## src/rtl/axi3_hp_multi_burst_reader.sv

```systemverilog
// axi3_hp_multi_burst_reader
// AXI3 HP-port read master: one DMA_START fetches DMA_BURST_COUNT consecutive
// fixed-length INCR bursts with up to MAX_OUTSTANDING address requests in flight.
// Read data streams straight through to the line FIFO, and the FIFO ready signal
// drives RREADY.
//
// Handshake semantics: a transfer happens on any rising CLK edge where valid and
// ready are both high. The producer holds valid and payload stable until that
// edge, and ready may change freely in any cycle.
//
// Optional build macro: AXI_RRESP_ERR_EN adds the sticky DMA_ERROR output.
// It is set by any accepted beat with a non-OKAY rresp.
module axi3_hp_multi_burst_reader #(
    parameter int DATA_WIDTH      = 32,
    parameter int BURST_LEN       = 8,
    parameter int MAX_OUTSTANDING = 2,
    parameter int CNT_WIDTH       = 8
) (
    input  logic                  CLK,
    input  logic                  RESET,
    input  logic [31:0]           DMA_RD_ADDR,
    input  logic [CNT_WIDTH-1:0]  DMA_BURST_COUNT,
    input  logic                  DMA_START,
    output logic                  DMA_READY,
    output logic                  DMA_DONE,
    output logic [DATA_WIDTH-1:0] DMA_RD_DATA,
    output logic                  DMA_RD_DATA_VALID,
    input  logic                  DMA_RD_DATA_READY,
    input  logic                  m00_axi_arready,
    output logic [31:0]           m00_axi_araddr,
    output logic [3:0]            m00_axi_arlen,
    output logic [2:0]            m00_axi_arsize,
    output logic [1:0]            m00_axi_arburst,
    output logic                  m00_axi_arvalid,
    input  logic [DATA_WIDTH-1:0] m00_axi_rdata,
    input  logic [1:0]            m00_axi_rresp,
    input  logic                  m00_axi_rlast,
    input  logic                  m00_axi_rvalid,
    output logic                  m00_axi_rready,
`ifdef AXI_RRESP_ERR_EN
    output logic                  DMA_ERROR,
`endif
    output logic                  dbg_state_o
);

    // Bytes covered by one burst; the address step between consecutive ARs.
    localparam logic [31:0] BURST_BYTES = 32'(BURST_LEN * DATA_WIDTH / 8);
    localparam logic [3:0]  ARLEN       = 4'(BURST_LEN - 1);
    localparam logic [2:0]  ARSIZE      = (DATA_WIDTH == 64) ? 3'd3 : 3'd2;
    // Three bits hold any outstanding count up to the legal maximum of 4.
    localparam int          OW          = 3;
    localparam logic [OW-1:0] MAX_OUT   = OW'(MAX_OUTSTANDING);
    localparam logic [CNT_WIDTH-1:0] CNT_ONE = CNT_WIDTH'(1);

    typedef enum logic {
        ST_IDLE = 1'b0,
        ST_RUN  = 1'b1
    } state_t;

    state_t               state_q, state_d;
    logic [31:0]          addr_q, addr_d;
    logic [CNT_WIDTH-1:0] ar_left_q, ar_left_d;
    logic [CNT_WIDTH-1:0] rd_left_q, rd_left_d;
    logic [OW-1:0]        outst_q, outst_d;
    logic                 zero_done_q, zero_done_d;

    logic ar_hs;
    logic r_hs;
    logic last_hs;
    logic final_beat;
    logic start_ok;

    // Handshake decode and the combinational AXI/DMA outputs.
    // arvalid depends only on registered state. Once it is raised, only an AR
    // handshake can lower ar_left or raise outst, so it stays up until arready.
    always_comb begin
        start_ok          = (state_q == ST_IDLE) && DMA_START;
        m00_axi_arvalid   = (state_q == ST_RUN) && (ar_left_q != '0) && (outst_q < MAX_OUT);
        m00_axi_rready    = (state_q == ST_RUN) && DMA_RD_DATA_READY;
        ar_hs             = m00_axi_arvalid && m00_axi_arready;
        r_hs              = m00_axi_rvalid && m00_axi_rready;
        last_hs           = r_hs && m00_axi_rlast;
        final_beat        = last_hs && (rd_left_q == CNT_ONE);
        m00_axi_araddr    = addr_q;
        m00_axi_arlen     = ARLEN;
        m00_axi_arsize    = ARSIZE;
        m00_axi_arburst   = 2'b01;
        DMA_RD_DATA       = m00_axi_rdata;
        DMA_RD_DATA_VALID = r_hs;
        DMA_READY         = (state_q == ST_IDLE);
        DMA_DONE          = zero_done_q || final_beat;
        dbg_state_o       = state_q;
    end

    // Next-state logic for the command FSM and its counters.
    always_comb begin
        state_d     = state_q;
        addr_d      = addr_q;
        ar_left_d   = ar_left_q;
        rd_left_d   = rd_left_q;
        outst_d     = outst_q;
        zero_done_d = 1'b0;
        case (state_q)
            ST_IDLE: begin
                if (DMA_START) begin
                    if (DMA_BURST_COUNT != '0) begin
                        addr_d    = DMA_RD_ADDR;
                        ar_left_d = DMA_BURST_COUNT;
                        rd_left_d = DMA_BURST_COUNT;
                        outst_d   = '0;
                        state_d   = ST_RUN;
                    end else begin
                        // An empty command completes at once without touching AXI.
                        zero_done_d = 1'b1;
                    end
                end
            end
            ST_RUN: begin
                if (ar_hs) begin
                    addr_d    = addr_q + BURST_BYTES;
                    ar_left_d = ar_left_q - CNT_ONE;
                end
                // An AR accepted in the same cycle as an rlast beat leaves the count as it is.
                case ({ar_hs, last_hs})
                    2'b10:   outst_d = outst_q + OW'(1);
                    2'b01:   outst_d = outst_q - OW'(1);
                    default: outst_d = outst_q;
                endcase
                if (last_hs) begin
                    rd_left_d = rd_left_q - CNT_ONE;
                end
                if (final_beat) begin
                    state_d = ST_IDLE;
                end
            end
            default: state_d = ST_IDLE;
        endcase
    end

    // State and counter registers with synchronous active-high reset.
    always_ff @(posedge CLK) begin
        if (RESET) begin
            state_q     <= ST_IDLE;
            addr_q      <= '0;
            ar_left_q   <= '0;
            rd_left_q   <= '0;
            outst_q     <= '0;
            zero_done_q <= 1'b0;
        end else begin
            state_q     <= state_d;
            addr_q      <= addr_d;
            ar_left_q   <= ar_left_d;
            rd_left_q   <= rd_left_d;
            outst_q     <= outst_d;
            zero_done_q <= zero_done_d;
        end
    end

`ifdef AXI_RRESP_ERR_EN
    logic err_q, err_d;

    // Sticky error flag. An accepted start clears it, and any errored beat sets it.
    always_comb begin
        err_d = err_q;
        if (start_ok) begin
            err_d = 1'b0;
        end
        if (r_hs && (m00_axi_rresp != 2'b00)) begin
            err_d = 1'b1;
        end
    end

    // Error flag register.
    always_ff @(posedge CLK) begin
        if (RESET) begin
            err_q <= 1'b0;
        end else begin
            err_q <= err_d;
        end
    end

    assign DMA_ERROR = err_q;
`else
    // Without error reporting, rresp and the accepted-start decode have no consumer.
    logic unused_rresp;
    assign unused_rresp = ^{m00_axi_rresp, start_ok};
`endif

endmodule

```

## config.mk

```make
export PLATFORM = sky130hd
export DESIGN_NAME = axi3_hp_multi_burst_reader
export DESIGN_NICKNAME = d
export VERILOG_FILES = /design/src/rtl/axi3_hp_multi_burst_reader.sv
export SDC_FILE = /design/constraint.sdc
export NUM_CORES = 1
export LEC_CHECK = 0
export CAP_MARGIN = 10
export CORE_ASPECT_RATIO = 0.6
export CORE_MARGIN = 2
export CORE_UTILIZATION = 30
export CTS_BUF_LIST = sky130_fd_sc_hd__clkbuf_2 sky130_fd_sc_hd__clkbuf_4 sky130_fd_sc_hd__clkbuf_8
export DETAILED_ROUTE_END_ITERATION = 10
export PLACE_DENSITY = 0.71
export SYNTH_ARGS = -nofsm -noshare
export SYNTH_HDL_FRONTEND = slang
export SYNTH_SLANG_ARGS = --single-unit
export TNS_END_PERCENT = 30
```

## constraint.sdc

```tcl
create_clock -name CLK -period 2.5 [get_ports CLK]
set_input_delay 0.375 -clock CLK [delete_from_list [all_inputs] [get_ports CLK]]
set_output_delay 0.375 -clock CLK [all_outputs]
set_load 0.01 [all_outputs]
```

After elaboration in Yosys (flattened, before gate mapping)
Cells that the tools add are included.
Operators by class
  bitwise logic cells: 2
  eq/ne operators: 8
  add/sub/neg operators: 5
  $lt $le $gt $ge: 1
  muxes and demuxes: 19
  reduce and logical (&&, ||, !) cells: 14
Operator list (count)
  $mux 32: 3
  $pmux 32 s2: 1
  $add 32x6->32 const B: 1
  $mux 8: 4
  $pmux 8 s2: 2
  $reduce_bool 8->1: 2
  $sub 8x1->8 const B: 2
  $pmux 3 s2: 2
  $reduce_and 3->1: 3
  $eq 8x1->1 const B: 1
  $logic_and 1x1->1: 7
  $mux 3: 2
  $ne 2x1->1 const B: 3
  $mux 1: 4
  $add 3x1->3 const B: 1
  $lt 3x2->1 const B: 1
  $ne 3x1->1 const B: 1
  $reduce_or 3->1: 1
  $sub 3x1->3 const B: 1
  $eq 2x1->1 const B: 1
  $eq 2x2->1 const B: 1
  $ne 2x2->1 const B: 1
  $not 1->1: 2
  $pmux 1 s2: 1
  $logic_or 1x1->1: 1
Word-level totals
  flip-flop bits (word level): 53
  word-level logic and storage cells: 55

Logic depth before layout (Yosys ltp)
Gate-level depths: netlist of run 1.
  depth after elaboration: 7
  mapped depth: 8
  depth with buffers taken out: 8

Least setup slack after synthesis of run 1
No wires, ideal clock.
  kind: flip-flop to flip-flop
  start: register ar_left_q[0]
  end: register outst_q[2]
  arrival time: 2.169 ns
  path buffers: 0
  slack: 0.260 ns
  setup time: 0.070 ns
  cell stages (with the launch flop): 9
  cell sequence: dfxtp_1 -> inv_1 -> ha_1 -> a31oi_4 -> nor2_1 -> fa_1 -> or3_1 -> a221o_1 -> a21oi_1
Between the ends
  cells in the longest elaborated chain, start to end: 7
RTL lines
  start: declaration: line 62  | logic [CNT_WIDTH-1:0] ar_left_q, ar_left_d;
  start signal: assignment: line 152  | ar_left_q <= ar_left_d;
  $reduce_bool 8->1 (*): line 78  | m00_axi_arvalid = (state_q == ST_RUN) && (ar_left_q != '0) && (outst_q < MAX_OUT);
  $logic_and 1x1->1 (*) (2 in a row): line 78
  $logic_and 1x1->1 (*): line 80  | ar_hs = m00_axi_arvalid && m00_axi_arready;
  $eq 2x1->1 / $eq 2x2->1 (equally long branches): line 124  | case ({ar_hs, last_hs})
  $pmux 3 s2 / $ne 3x1->1 (equally long branches)
  $pmux 3 s2 / $reduce_and 3->1 (equally long branches)
  end signal: assignment: line 154  | outst_q <= outst_d;
  end: declaration: line 64  | logic [OW-1:0] outst_q, outst_d;
Every way passes the cells marked *; elsewhere a longest branch is shown, timed or not.
A chain may end at the register's enable or synchronous reset.

Worst setup path after layout of run 1
  start: register ar_left_q[0]
  end: output m00_axi_arvalid
Between the ends
  cells in the longest elaborated chain, start to end: 3
RTL lines
  $reduce_bool 8->1: line 78
  $logic_and 1x1->1 (2 in a row): line 78
  end: declaration: line 34  | output logic m00_axi_arvalid,
Every way passes these cells.

==> results of run 1 <==
## cells in the mapped netlist, types with 6 or more instances
library cell	instances	share of area, %
nor3_1	10	1.4
nand3_1	16	2.3
inv_1	15	1.6
o21ai_0	50	7.1
clkbuf_1	22	2.3
and2_1	6	1.1
and3_1	7	1.2
o32ai_1	7	1.7
nor4_1	11	1.9
dfxtp_1	53	30
a21oi_1	62	8.8
nor2_1	23	2.4
nor2b_1	9	1.6
a211oi_1	11	2.3
or4_1	6	1.3
nand2_1	54	5.7
nand4_1	6	1.1
buf_4	41	8.7
or2_2	8	1.4
nand2b_1	6	1.1
## through the flow
step	TNS (ns)	power (mW)	std cells	utilization (%)	hold WS, ns
floorplan	0	1.46	492	-	0.455
global placement	-0.0281	1.69	687	38.0	0.445
detailed placement	-0.0641	1.72	687	38.0	0.446
CTS	0	2.35	695	39.1	0.459
global route	0	2.47	695	39.1	0.477
finish	0	2.34	695	39.1	0.461
## state kept, by name (all words and copies together) (netlist names)
name            cells
ar_left_q           8
rd_left_q           8
outst_q             3
dbg_state_o         1
m00_axi_araddr     32
zero_done_q         1
## repair_timing
item / in CTS / in global routing
cloned: 0 / 0
gates resized for setup: 3 / 2
endpoints found under the setup margin: 2 / 1
hold buffers: 0 / 0
## cell type report
class	instances	area, um^2	area share [%]
Timing Repair Buffer	105	992	22.2
Tap cell	160	200	4.48
Inverter	15	56.3	1.26
Sequential cell	53	1060	23.8
Multi-Input combinational cell	354	2040	45.6
Clock buffer	6	76.3	1.71
Clock inverter	2	38.8	0.869
## power breakdown
part,total [mW],leakage (nW),internal [mW],switching (mW)
clock,0.627,0.0588,0.312,0.314
combinational,0.690,1.07,0.334,0.357
sequential,1.02,0.437,0.920,0.0980
total,2.34,1.56,1.57,0.769
## cells by family after synthesis
family | count (synthesis) | share of synthesized area (%)
and+or+nand+nor | 176 | 26.3
other | 2 | 0.212
AOI/OAI and AO/OA | 160 | 26.8
xor gates and xnor gates | 2 | 0.494
muxes | 1 | 0.282
DFF | 53 | 29.9
adders and majority gates | 6 | 2.33
buffers and inverters | 85 | 13.7
## worst max-delay path: cells and delay by family, from the launching register on
kind / cells / cell delay (ns)
and+or+nand+nor: 2 / 0.34
DFF: 1 / 0.39
buffers and inverters: 2 / 0.66
adders and majority gates: 1 / 0.24
## final timing paths
path                                          end  slack (ns)  depth (start not counted)
worst max-delay path              m00_axi_arvalid        0.17                          5
worst min-delay path            m00_axi_araddr[3]        0.46                          2
worst max register to register         outst_q[2]        0.30                          7
worst min register to register  m00_axi_araddr[3]        0.46                          2
## per-layer routing
metal / track usage [%] / share of wire (%) / vias up
met5: 0 / 0.12 / -
met4: 3.62 / 0.63 / 2
met3: 4.92 / 8.9 / 12
met2: 25.5 / 42 / 160
met1: 25.2 / 48 / 1746
li1: - / - / 1789
==> impl_metrics.env, run 1 <==
export IMPL_grt_overflow=0
export IMPL_cts_clk_slew_worst_paths_ns=0.11
export IMPL_grt_pass1_vias=3457
export IMPL_finalHoldViolations=0
export IMPL_fin_skew_ns=0.0234
export IMPL_ys_seq_area_share_pct=29.9
export IMPL_slew_headroom_pct=63.8
export IMPL_cp_slowest_stage_delay_ns=0.59
export IMPL_vias_per_cell=5.34
export IMPL_fin_area_um2=4470
export IMPL_postSynthAreaPerCell_um2=7.31
export IMPL_cts_tree="done"
export IMPL_wirelength_mm=10.9
export IMPL_layout_drive_gt1_share_pct=9.16
export IMPL_layout_common_cells="82 x clkdlybuf4s50_1, 62 x a21oi_1, 54 x nand2_1"
export IMPL_crit_path_end_kind="primary output"
export IMPL_antenna_found_initial=1
export IMPL_slew_violations=0
export IMPL_dr_pass1_iters=5
export IMPL_dp_slack_ns=-0.0641
export IMPL_period_share_pct=93.2
export IMPL_num_rows=30
export IMPL_synthFlopType="dfxtp_1"
export IMPL_grt_usage_pct=17.3
export IMPL_io_pin_count=160
export IMPL_io_buffers=84
export IMPL_reg2reg_from="dbg_state_o"
export IMPL_fillerInstances=1179
export IMPL_clock_latency_ns=0.33
export IMPL_synthCells=485
export IMPL_grt_max_degree=29
export IMPL_tightest_slew_ns=0.543
export IMPL_drt_iter0_drc=310
export IMPL_die_area_um2=12700
export IMPL_placed_cell_area_um2=4340
export IMPL_slowest_stage="clkdlybuf4s50_1"
export IMPL_syn_area_um2=3550
export IMPL_cap_violations=0
export IMPL_worstHoldStart="m00_axi_araddr[3]"
export IMPL_final_common_cell="clkdlybuf4s50_1"
export IMPL_cp_arrival_ns=1.96
export IMPL_ant_nets=0
export IMPL_drt_wirelength_per_cell_um=15.7
export IMPL_worst_slack_ns=0.170
export IMPL_area_delta_synth_final_pct=25.9
export IMPL_grt_pass1_wl_mm=17.5
export IMPL_synth_cell_types=51
export IMPL_clock_sinks=53
export IMPL_nNetsFinal=621
export IMPL_leakage_nw=1.56
export IMPL_critPathRequiredTime_ns=2.12
export IMPL_crit_path_cell_trace="inv_1, ha_1, and3_1, nor4_2, clkdlybuf4s50_1"
export IMPL_gp_congestion=0.865
export IMPL_crit_fanout=6
export IMPL_dp_hpwl_mm=7.96
export IMPL_hp_class="flip-flop to flip-flop"
export IMPL_postSynth_asyncResetShare_pct=0
export IMPL_yosysWarnings=0
export IMPL_rsz0062_at_grt="false"
export IMPL_remaining_drc_errors=0
export IMPL_synth_edf_count=0
export IMPL_postCtsSetupBuffers=0
export IMPL_vdd_drop_max_mv=0.223
export IMPL_core_area_um2=11400
export IMPL_clock_path_buffers=2
export IMPL_power_density_nw_per_um2=523
export IMPL_dieWidth_um=144
export IMPL_antenna_cells=0
export IMPL_vias=3709
export IMPL_die_h_um=88.2
export IMPL_start_util_pct=31.1
export IMPL_fmax_mhz=429
export IMPL_cp_start_kind="flip-flop"
export IMPL_crit_path_start="ar_left_q[0]"
export IMPL_path_class="flip-flop to primary output"
export IMPL_setup_viol=0
export IMPL_cts_htree_levels=2
export IMPL_synth_seq_cells=53
export IMPL_period_needed_ns=2.33
export IMPL_root_buffer="clkbuf_8"
export IMPL_cts_buffers=5
export IMPL_outcome="complete, no violations"
(Power assumes the default switching activity.)
==> run 2, diff against run 1 <==
CTS_CLUSTER_SIZE = 30   (was unset)
==> results of run 2 <==
Final layout, timing and power as in run 1 (identical DEF).
==> run 3, diff against run 2 <==
CORE_MARGIN = 5   (was 2)
CORE_UTILIZATION = 43   (was 30)
PLACE_DENSITY = 0.92   (was 0.71)
==> run 3 against run 2 <==
- global-route usage rose by 3.4 points
- highest routed layer is now met4
- utilization is 16 points higher
- critical endpoint is now DMA_DONE
- die area down 20%
- final cell count is 7.8% lower
==> impl_metrics.env, run 3 (synthesis results as in run 1) <==
export IMPL_largest_reg_flops=32
export IMPL_vias=3785
export IMPL_io_buffers=84
export IMPL_core_area_um2=7950
export IMPL_rsz0062_at_grt="false"
export IMPL_layout_drive_gt1_share_pct=8.63
export IMPL_tns_ns=0
export IMPL_total_power_mw=2.25
export IMPL_fillerInstances=752
export IMPL_leakage_nw=1.56
export IMPL_tightest_slew_ns=0.592
export IMPL_path_class="flip-flop to primary output"
export IMPL_crit_fanout=7
export IMPL_final_common_cell="clkdlybuf4s50_1"
export IMPL_antenna_found_initial=0
export IMPL_grt_overflow=0
export IMPL_fin_skew_ns=0.00993
export IMPL_io_pin_count=160
export IMPL_seqCellArea_um2=1060
export IMPL_drt_iter0_drc=405
export IMPL_dr_pass1_iters=6
export IMPL_cap_violations=0
export IMPL_antenna_cells=0
export IMPL_layout_common_cells="81 x clkdlybuf4s50_1, 62 x a21oi_1, 54 x nand2_1"
export IMPL_clock_latency_ns=0.32
export IMPL_finalHoldViolations=0
export IMPL_setup_viol=0
export IMPL_dp_slack_ns=-0.0858
export IMPL_cts_clk_slew_worst_paths_ns=0.10
export IMPL_grt_pass1_vias=3573
export IMPL_outcome="complete, no violations"
export IMPL_cp_start_kind="flip-flop"
export IMPL_dp_cells=633
export IMPL_worst_slack_ns=0.142
export IMPL_cts_buffers=5
export IMPL_clock_sinks=53
export IMPL_fmax_mhz=424
export IMPL_critPathRequiredTime_ns=2.12
export IMPL_vias_per_cell=5.90
export IMPL_remaining_drc_errors=0
export IMPL_die_area_um2=10200
export IMPL_grt_pass1_wl_mm=17.5
export IMPL_crit_path_end_kind="primary output"
export IMPL_cts_tree="done"
export IMPL_slew_violations=0
export IMPL_hp_class="flip-flop to flip-flop"
export IMPL_area_delta_synth_final_pct=23.7
export IMPL_num_rows=25
export IMPL_nNetsFinal=620
export IMPL_grt_usage_pct=20.7
export IMPL_dieWidth_um=127
export IMPL_start_util_pct=44.6
export IMPL_slew_headroom_pct=60.5
export IMPL_root_buffer="clkbuf_8"
export IMPL_power_density_nw_per_um2=514
export IMPL_clock_path_buffers=2
export IMPL_dp_hpwl_mm=7.83
export IMPL_finish_utilization_pct=55.2
export IMPL_multi_input_area_um2=2040
export IMPL_vdd_drop_max_mv=0.189
export IMPL_cts_htree_levels=2
export IMPL_wirelength_mm=10.7
export IMPL_drt_wirelength_per_cell_um=16.6
export IMPL_cp_arrival_ns=1.98
export IMPL_period_needed_ns=2.36
export IMPL_final_cells=641
export IMPL_die_h_um=80.3
export IMPL_period_share_pct=94.3
export IMPL_gp_congestion=0.863
export IMPL_grt_max_degree=57
export IMPL_ant_nets=0
## run 3: worst paths after layout
check / start / depth (start not counted) / slack [ns] / endpoint
setup / recovery: rd_left_q[2] / 5 / 0.14 / DMA_DONE
hold / removal: m00_axi_araddr[0] / 2 / 0.47 / m00_axi_araddr[0]
setup reg to reg: m00_axi_araddr[5] / 6 / 0.18 / m00_axi_araddr[31]
hold reg to reg: m00_axi_araddr[0] / 2 / 0.47 / m00_axi_araddr[0]
## run 3: through the flow
stage          hold slack [ns]  instance area [um^2]
6_report                 0.467                  4390
5_1_grt                  0.485                  4390
4_1_cts                  0.463                  4380
3_5_place_dp             0.449                  4270
3_3_place_gp             0.443                  4270
2_1_floorplan            0.455                  3570
## run 3: cell type report
type	count	share of cell area [%]
multi-input combinational	354	46.5
sequential	53	24.3
timing repair buffer	104	22.8
tap	108	3.08
clock buffer	7	2.05
inverter	15	1.28
## run 3: what timing repair did
item | CTS | global route
pin swaps | 1 | 0
gates resized for setup | 4 | 2
setup endpoints to repair | 1 | 1
hold buffers | 0 | 0
buffers inserted | 1 | 0
## run 3: worst max-delay path, stage by stage (launching register included)
cell	delay, ns
dfxtp_1	0.38
or4_4	0.59
nor3_4	0.22
nand3_1	0.12
nand2b_1	0.09
dlygate4sd2_1	0.27
## run 3: power by group
part           internal [mW]  leakage, nW  switching [mW]
registers              0.920        0.437           0.104
logic                  0.345         1.08           0.361
clock network          0.232       0.0477           0.293
## run 3: routing by layer
metal / GRT usage (%) / vias up / part of all wire [%]
met5: 0 / - / 0
met4: 5.46 / 0 / 0.89
met3: 5.58 / 15 / 9.9
met2: 32.4 / 218 / 45
met1: 28.3 / 1770 / 44
li1: - / 1782 / -
